File: config.mk
export PLATFORM = sky130hd
export DESIGN_NAME = sync_fifo_flat
export DESIGN_NICKNAME = d
export VERILOG_FILES = /design/src/rtl/sync_fifo_if.sv /design/src/rtl/sync_fifo.sv /design/src/flat_wrapper.sv
export SDC_FILE = /design/constraint.sdc
export NUM_CORES = 1
export LEC_CHECK = 0
export BUFFER_PORTS_ARGS = -buffer_cell sky130_fd_sc_hd__buf_2
export CAP_MARGIN = 20
export CORE_ASPECT_RATIO = 0.75
export CORE_UTILIZATION = 50
export CTS_BUF_LIST = sky130_fd_sc_hd__clkbuf_2
export DETAILED_ROUTE_END_ITERATION = 16
export HOLD_SLACK_MARGIN = 0.1
export PLACE_DENSITY = 0.83
export REMOVE_ABC_BUFFERS = 1
export SYNTH_ARGS = -nofsm -noshare
export SYNTH_HDL_FRONTEND = slang
export SYNTH_SLANG_ARGS = --single-unit
File: constraint.sdc
create_clock -name clk -period 3.1 [get_ports clk]
set_input_delay 0.775 -clock clk [delete_from_list [all_inputs] [get_ports clk]]
set_output_delay 0.775 -clock clk [all_outputs]
set_load 0.03 [all_outputs]
File: src/rtl/sync_fifo_if.sv
// sync_fifo_if: push/pop handshake and status bundle for sync_fifo.
interface sync_fifo_if #(
    parameter int WIDTH = 32,
    parameter int DEPTH = 4
);
    logic                         flush;
    logic                         wr_en;
    logic [WIDTH-1:0]             in;
    logic                         full;
    logic                         rd_en;
    logic [WIDTH-1:0]             data_out;
    logic                         empty;
    logic [$clog2(DEPTH+1)-1:0]   count;
    logic                         overflow;
    logic                         underflow;
    modport master (
        output flush, wr_en, in, rd_en,
        input  full, data_out, empty, count, overflow, underflow
    );
    modport slave (
        input  flush, wr_en, in, rd_en,
        output full, data_out, empty, count, overflow, underflow
    );
endinterface

File: src/rtl/sync_fifo.sv
// sync_fifo: first-word-fall-through FIFO with synchronous flush and sticky overflow/underflow flags.
module sync_fifo #(
    parameter int WIDTH = 32,
    parameter int DEPTH = 4
) (
    input logic        clk,
    input logic        reset_n,
    sync_fifo_if.slave bus_io
);
    localparam int PW = ($clog2(DEPTH) < 1) ? 1 : $clog2(DEPTH);
    localparam int CW = $clog2(DEPTH + 1);
    logic [WIDTH-1:0] mem_q [DEPTH];
    logic [PW-1:0]    wr_ptr_q, wr_ptr_d, rd_ptr_q, rd_ptr_d;
    logic [CW-1:0]    count_q, count_d;
    logic             ovf_q, ovf_d, unf_q, unf_d;
    logic             full, empty, push, pop;
    function automatic logic [PW-1:0] inc(input logic [PW-1:0] p);
        return (p == PW'(DEPTH - 1)) ? '0 : p + 1'b1;
    endfunction
    assign empty = (count_q == '0);
    assign full  = (count_q == CW'(DEPTH));
    // A pop at full frees the slot the push lands in on the same edge.
    assign pop   = bus_io.rd_en && !empty;
    assign push  = bus_io.wr_en && (!full || bus_io.rd_en);
    always_comb begin
        wr_ptr_d = wr_ptr_q;
        rd_ptr_d = rd_ptr_q;
        count_d  = count_q;
        ovf_d    = ovf_q;
        unf_d    = unf_q;
        if (bus_io.flush) begin
            wr_ptr_d = '0;
            rd_ptr_d = '0;
            count_d  = '0;
        end else begin
            wr_ptr_d = push ? inc(wr_ptr_q) : wr_ptr_q;
            rd_ptr_d = pop ? inc(rd_ptr_q) : rd_ptr_q;
            count_d  = count_q + CW'(push) - CW'(pop);
            ovf_d    = ovf_q | (bus_io.wr_en && full && !bus_io.rd_en);
            unf_d    = unf_q | (bus_io.rd_en && empty);
        end
    end
    always_ff @(posedge clk or negedge reset_n) begin
        if (!reset_n) begin
            wr_ptr_q <= '0;
            rd_ptr_q <= '0;
            count_q  <= '0;
            ovf_q    <= 1'b0;
            unf_q    <= 1'b0;
        end else begin
            wr_ptr_q <= wr_ptr_d;
            rd_ptr_q <= rd_ptr_d;
            count_q  <= count_d;
            ovf_q    <= ovf_d;
            unf_q    <= unf_d;
        end
    end
    always_ff @(posedge clk) begin
        if (push && !bus_io.flush) mem_q[wr_ptr_q] <= bus_io.in;
    end
    assign bus_io.full      = full;
    assign bus_io.empty     = empty;
    assign bus_io.count     = count_q;
    assign bus_io.data_out  = empty ? '0 : mem_q[rd_ptr_q];
    assign bus_io.overflow  = ovf_q;
    assign bus_io.underflow = unf_q;
endmodule

File: src/flat_wrapper.sv
// flat-port wrapper written by rule: the top's interface ports become plain ports
module sync_fifo_flat 
#(
    parameter int WIDTH = 32,
    parameter int DEPTH = 4
)
  (clk, reset_n, bus_io_flush, bus_io_wr_en, bus_io_in, bus_io_rd_en, bus_io_full, bus_io_data_out, bus_io_empty, bus_io_count, bus_io_overflow, bus_io_underflow);
  sync_fifo_if #(.WIDTH(WIDTH), .DEPTH(DEPTH)) bus_io_i ();
  input logic clk;
  input logic reset_n;
  input wire logic [$bits(bus_io_i.flush)-1:0] bus_io_flush;
  input wire logic [$bits(bus_io_i.wr_en)-1:0] bus_io_wr_en;
  input wire logic [$bits(bus_io_i.in)-1:0] bus_io_in;
  input wire logic [$bits(bus_io_i.rd_en)-1:0] bus_io_rd_en;
  output wire logic [$bits(bus_io_i.full)-1:0] bus_io_full;
  output wire logic [$bits(bus_io_i.data_out)-1:0] bus_io_data_out;
  output wire logic [$bits(bus_io_i.empty)-1:0] bus_io_empty;
  output wire logic [$bits(bus_io_i.count)-1:0] bus_io_count;
  output wire logic [$bits(bus_io_i.overflow)-1:0] bus_io_overflow;
  output wire logic [$bits(bus_io_i.underflow)-1:0] bus_io_underflow;
  assign bus_io_i.flush = bus_io_flush;
  assign bus_io_i.wr_en = bus_io_wr_en;
  assign bus_io_i.in = bus_io_in;
  assign bus_io_i.rd_en = bus_io_rd_en;
  assign bus_io_full = bus_io_i.full;
  assign bus_io_data_out = bus_io_i.data_out;
  assign bus_io_empty = bus_io_i.empty;
  assign bus_io_count = bus_io_i.count;
  assign bus_io_overflow = bus_io_i.overflow;
  assign bus_io_underflow = bus_io_i.underflow;
  sync_fifo #(.WIDTH(WIDTH), .DEPTH(DEPTH)) u_core (.clk(clk), .reset_n(reset_n), .bus_io(bus_io_i));
endmodule
==> summary.md <==
| Metric | Value |
|---|---|
| Tmin final | between 2000 and 3000 ps |
| Delay of the slowest critical-path stage | approximately 530 ps |
| Slowest-stage cell, CP | mux4_1 |
| Antenna violations before repair | 1 |
| Tcrit/Tclk final | a little over nine tenths |
| Sequential area share after synthesis | approximately three quarters |
| CTS root buffer | clkbuf_2 |
| Router iterations before antenna repair | 5 |
| Max-slew violation count | 0 |
| RSZ-0062 raised after global routing | yes |
| Syn Area/Cell | approximately 21 um2 |
| Leakage | between 2 and 2.5 nW |
| Final hold violation count | 0 |
| Top_reg_cell synth | edfxtp_1 |
| Vias in the first global route | ~2,800 |
| Arrival time worst endpoint | approximately 2200 ps |
| Crit path buf inv count | 2 |
| Vias/cell | approximately 5.4 |
| Data required time of the critical path | roughly 2300 ps |
| Global-route wire length before repair | approximately 15,000 um |
| Mapped Area | between 5000 and 6000 um2 |
| Clock Skews | about 20 ps |
| Total number of vias | 2,725 |
| Async SR Flop Fraction | 6.57% |
| Worst-path clk slew | about 190 ps |
| DPL Wire Length | just under 6000 um |
| Total Power | roughly 5.4 mW |
| Worst hold stages | 1 |
| Max-slew headroom | 67.6% |
| Synth top area share | 70.2% |
| Number of core rows | 32 |
| Final setup vio count | 0 |
| Largest net degree at the start of global routing | 34 |
| DRC errors left | 0 |
| Die W | approximately 120 um |
| Kind of critical path | reg -> out |
| Area after DPL | between 6000 and 7000 um2 |
| Routability cong. | ~0.74 |
| Initial core utilization | between 50% and 60% |
| CP endpoint kind | output port |
| Syn. warnings | 0 |
| WL/cell | around 19 um |
| Final antenna-violating net count | 0 |
| Upper clock frequency limit | approximately 330 MHz |
| Worst R2R Setup Slack | 610 ps |
| Total track usage | between 10% and 20% |
| GRT overflow | 0 |
| Std-Cell Core Area | ~10,000 um2 |
| Pre-CTS setup slack | around 530 ps |
| Share of cells above drive strength 1 | 43.8% |
| Setup ws final | between 100 and 150 ps |
| Delay-heaviest family, CP | multiplexers |
| P&R area growth vs syn | 18.6% |
| Status | finished, final reports clean |
| 1st-iter DRT viols | ~200 |
| Synth Instances | around 260 |
| Setup_tns | 0 ps |
| Clock latency at the later pin of the worst-skew pair | between 600 and 700 ps |
| Top cells by area, synth | edfxtp_1 70%, mux4_2 12%, dfrtp_1 4.1% |
| Post-synth EDFFs | 128 |
| Dpl cells | about 470 |
| H-tree levels | 4 |
| Slew @ Worst Pin | around 500 ps |
| Design area | about 6500 um2 |
| Clk buf depth | 2 |
| CP Max Fanout | 6 |
| Max-cap violations | 0 |
| WL final | 9610 um |
| Clock sink count | between 100 and 150 |
| Hold Crit Class | in -> reg |
| Pwr dens | 839 nW/um2 |
| Seq cells post-synth | 137 |
| Critical Path Stages | 4 |
| Die span in y | between 90 and 100 um |
| Full die area | around 11,000 um2 |
| CTS tree | built |
| # IOs | 76 |
| Area leader, netlist | edfxtp_1 |
| Nets | 400 |
| Worst r2r path cells | 10 |
| Non-Filler Instances | between 500 and 600 |
| Port Buf Inserts | 75 |
| VDD IR max | 0.594 mV |
| Critical path launch point type | register |
| Post-synth cell types | 30 |
| CTS buffer count | 17 |
| Crit path cell chain | buf_4 > mux4_1 > nor2b_1 > buf_2 |
synthesized netlist by cell type (all sizes together), types with 2 or more instances:
| master | instances |
|---|---|
| buf | 9 |
| clkbuf | 3 |
| a21oi | 2 |
| inv | 8 |
| edfxtp | 128 |
| nor2 | 4 |
| nor2b | 33 |
| dfrtp | 9 |
| a31o | 2 |
| nand3 | 2 |
| ha | 7 |
| o31ai | 2 |
| nor3 | 4 |
| and2 | 5 |
| mux4 | 32 |
cells by family after synthesis:
logic type | Yosys count | share of synthesized area, %
adders and majority gates | 8 | 1.97
AOI/OAI and AO/OA | 7 | 0.960
muxes | 33 | 13.6
and+or+nand+nor | 53 | 6.45
xor gates and xnor gates | 1 | 0.160
buffers and inverters | 20 | 2.51
DFF | 137 | 74.3
metal layers:
layer | GRT usage (%) | vias to the layer above | part of all wire [%]
li1 | - | 1229 | -
met1 | 24.0 | 1403 | 43
met2 | 29.5 | 82 | 50
met3 | 6.59 | 11 | 6.2
met4 | 6.71 | 0 | 1.3
met5 | 0 | - | 0
metrics by stage:
step                util, %  hold slack (ps)
floorplan                 -              479
global placement       57.9              447
detailed placement     57.9              455
CTS                    62.0              261
global route           62.1              243
finish                 62.1              324
area by class of cell:
cell class,count,area [um2]
antenna,2,5.00
multi-input combinational,102,1280
timing repair buffer,89,543
inverter,8,30.0
clock inverter,14,299
tap,136,170
fill,727,3960
sequential,137,4080
clock buffer,18,90.1
placed cells by master (no fill, tap or decap), types with 7 or more instances in the layout:
cell type,netlist,final
nor2b_1,30,30
mux4_2,28,28
inv_1,8,8
edfxtp_1,128,128
buf_4,0,8
dfrtp_1,9,7
ha_1,7,7
bufinv_16,0,9
buf_2,5,74
clkbuf_2,0,18
final timing paths:
path                                        startpoint                     end
worst max-delay path                u_core.rd_ptr_q[0]      bus_io_data_out[2]
max in group asynchronous                      reset_n      u_core.rd_ptr_q[0]
min in group asynchronous                      reset_n  u_core.bus_io.count[2]
worst min-delay path                     bus_io_in[17]     u_core.mem_q[2][17]
worst min register to register  u_core.bus_io.overflow  u_core.bus_io.overflow
worst max register to register  u_core.bus_io.count[1]  u_core.bus_io.count[2]
where the power goes:
part / total [mW] / internal [mW] / switching, mW / leakage (nW)
clock network: 1.55 / 0.930 / 0.615 / 0.212
registers: 2.22 / 2.13 / 0.0908 / 1.27
logic: 1.68 / 0.632 / 1.05 / 0.849
sequential cells by signal, summed over array words and instances (netlist names):
| signal | count |
|---|---|
| u_core.bus_io.overflow | 1 |
| u_core.wr_ptr_q | 2 |
| u_core.rd_ptr_q | 2 |
| u_core.bus_io.underflow | 1 |
| u_core.mem_q | 128 |
| u_core.bus_io.count | 3 |
repair_timing:
action	in CTS	in global routing
buffers inserted	3	0
setup endpoints to repair	26	30
hold endpoints to repair	9	0
resized for setup	1	5
hold buffers	1	0
gates cloned	0	0
No activity file was read; power rests on OpenSTA's default activity.
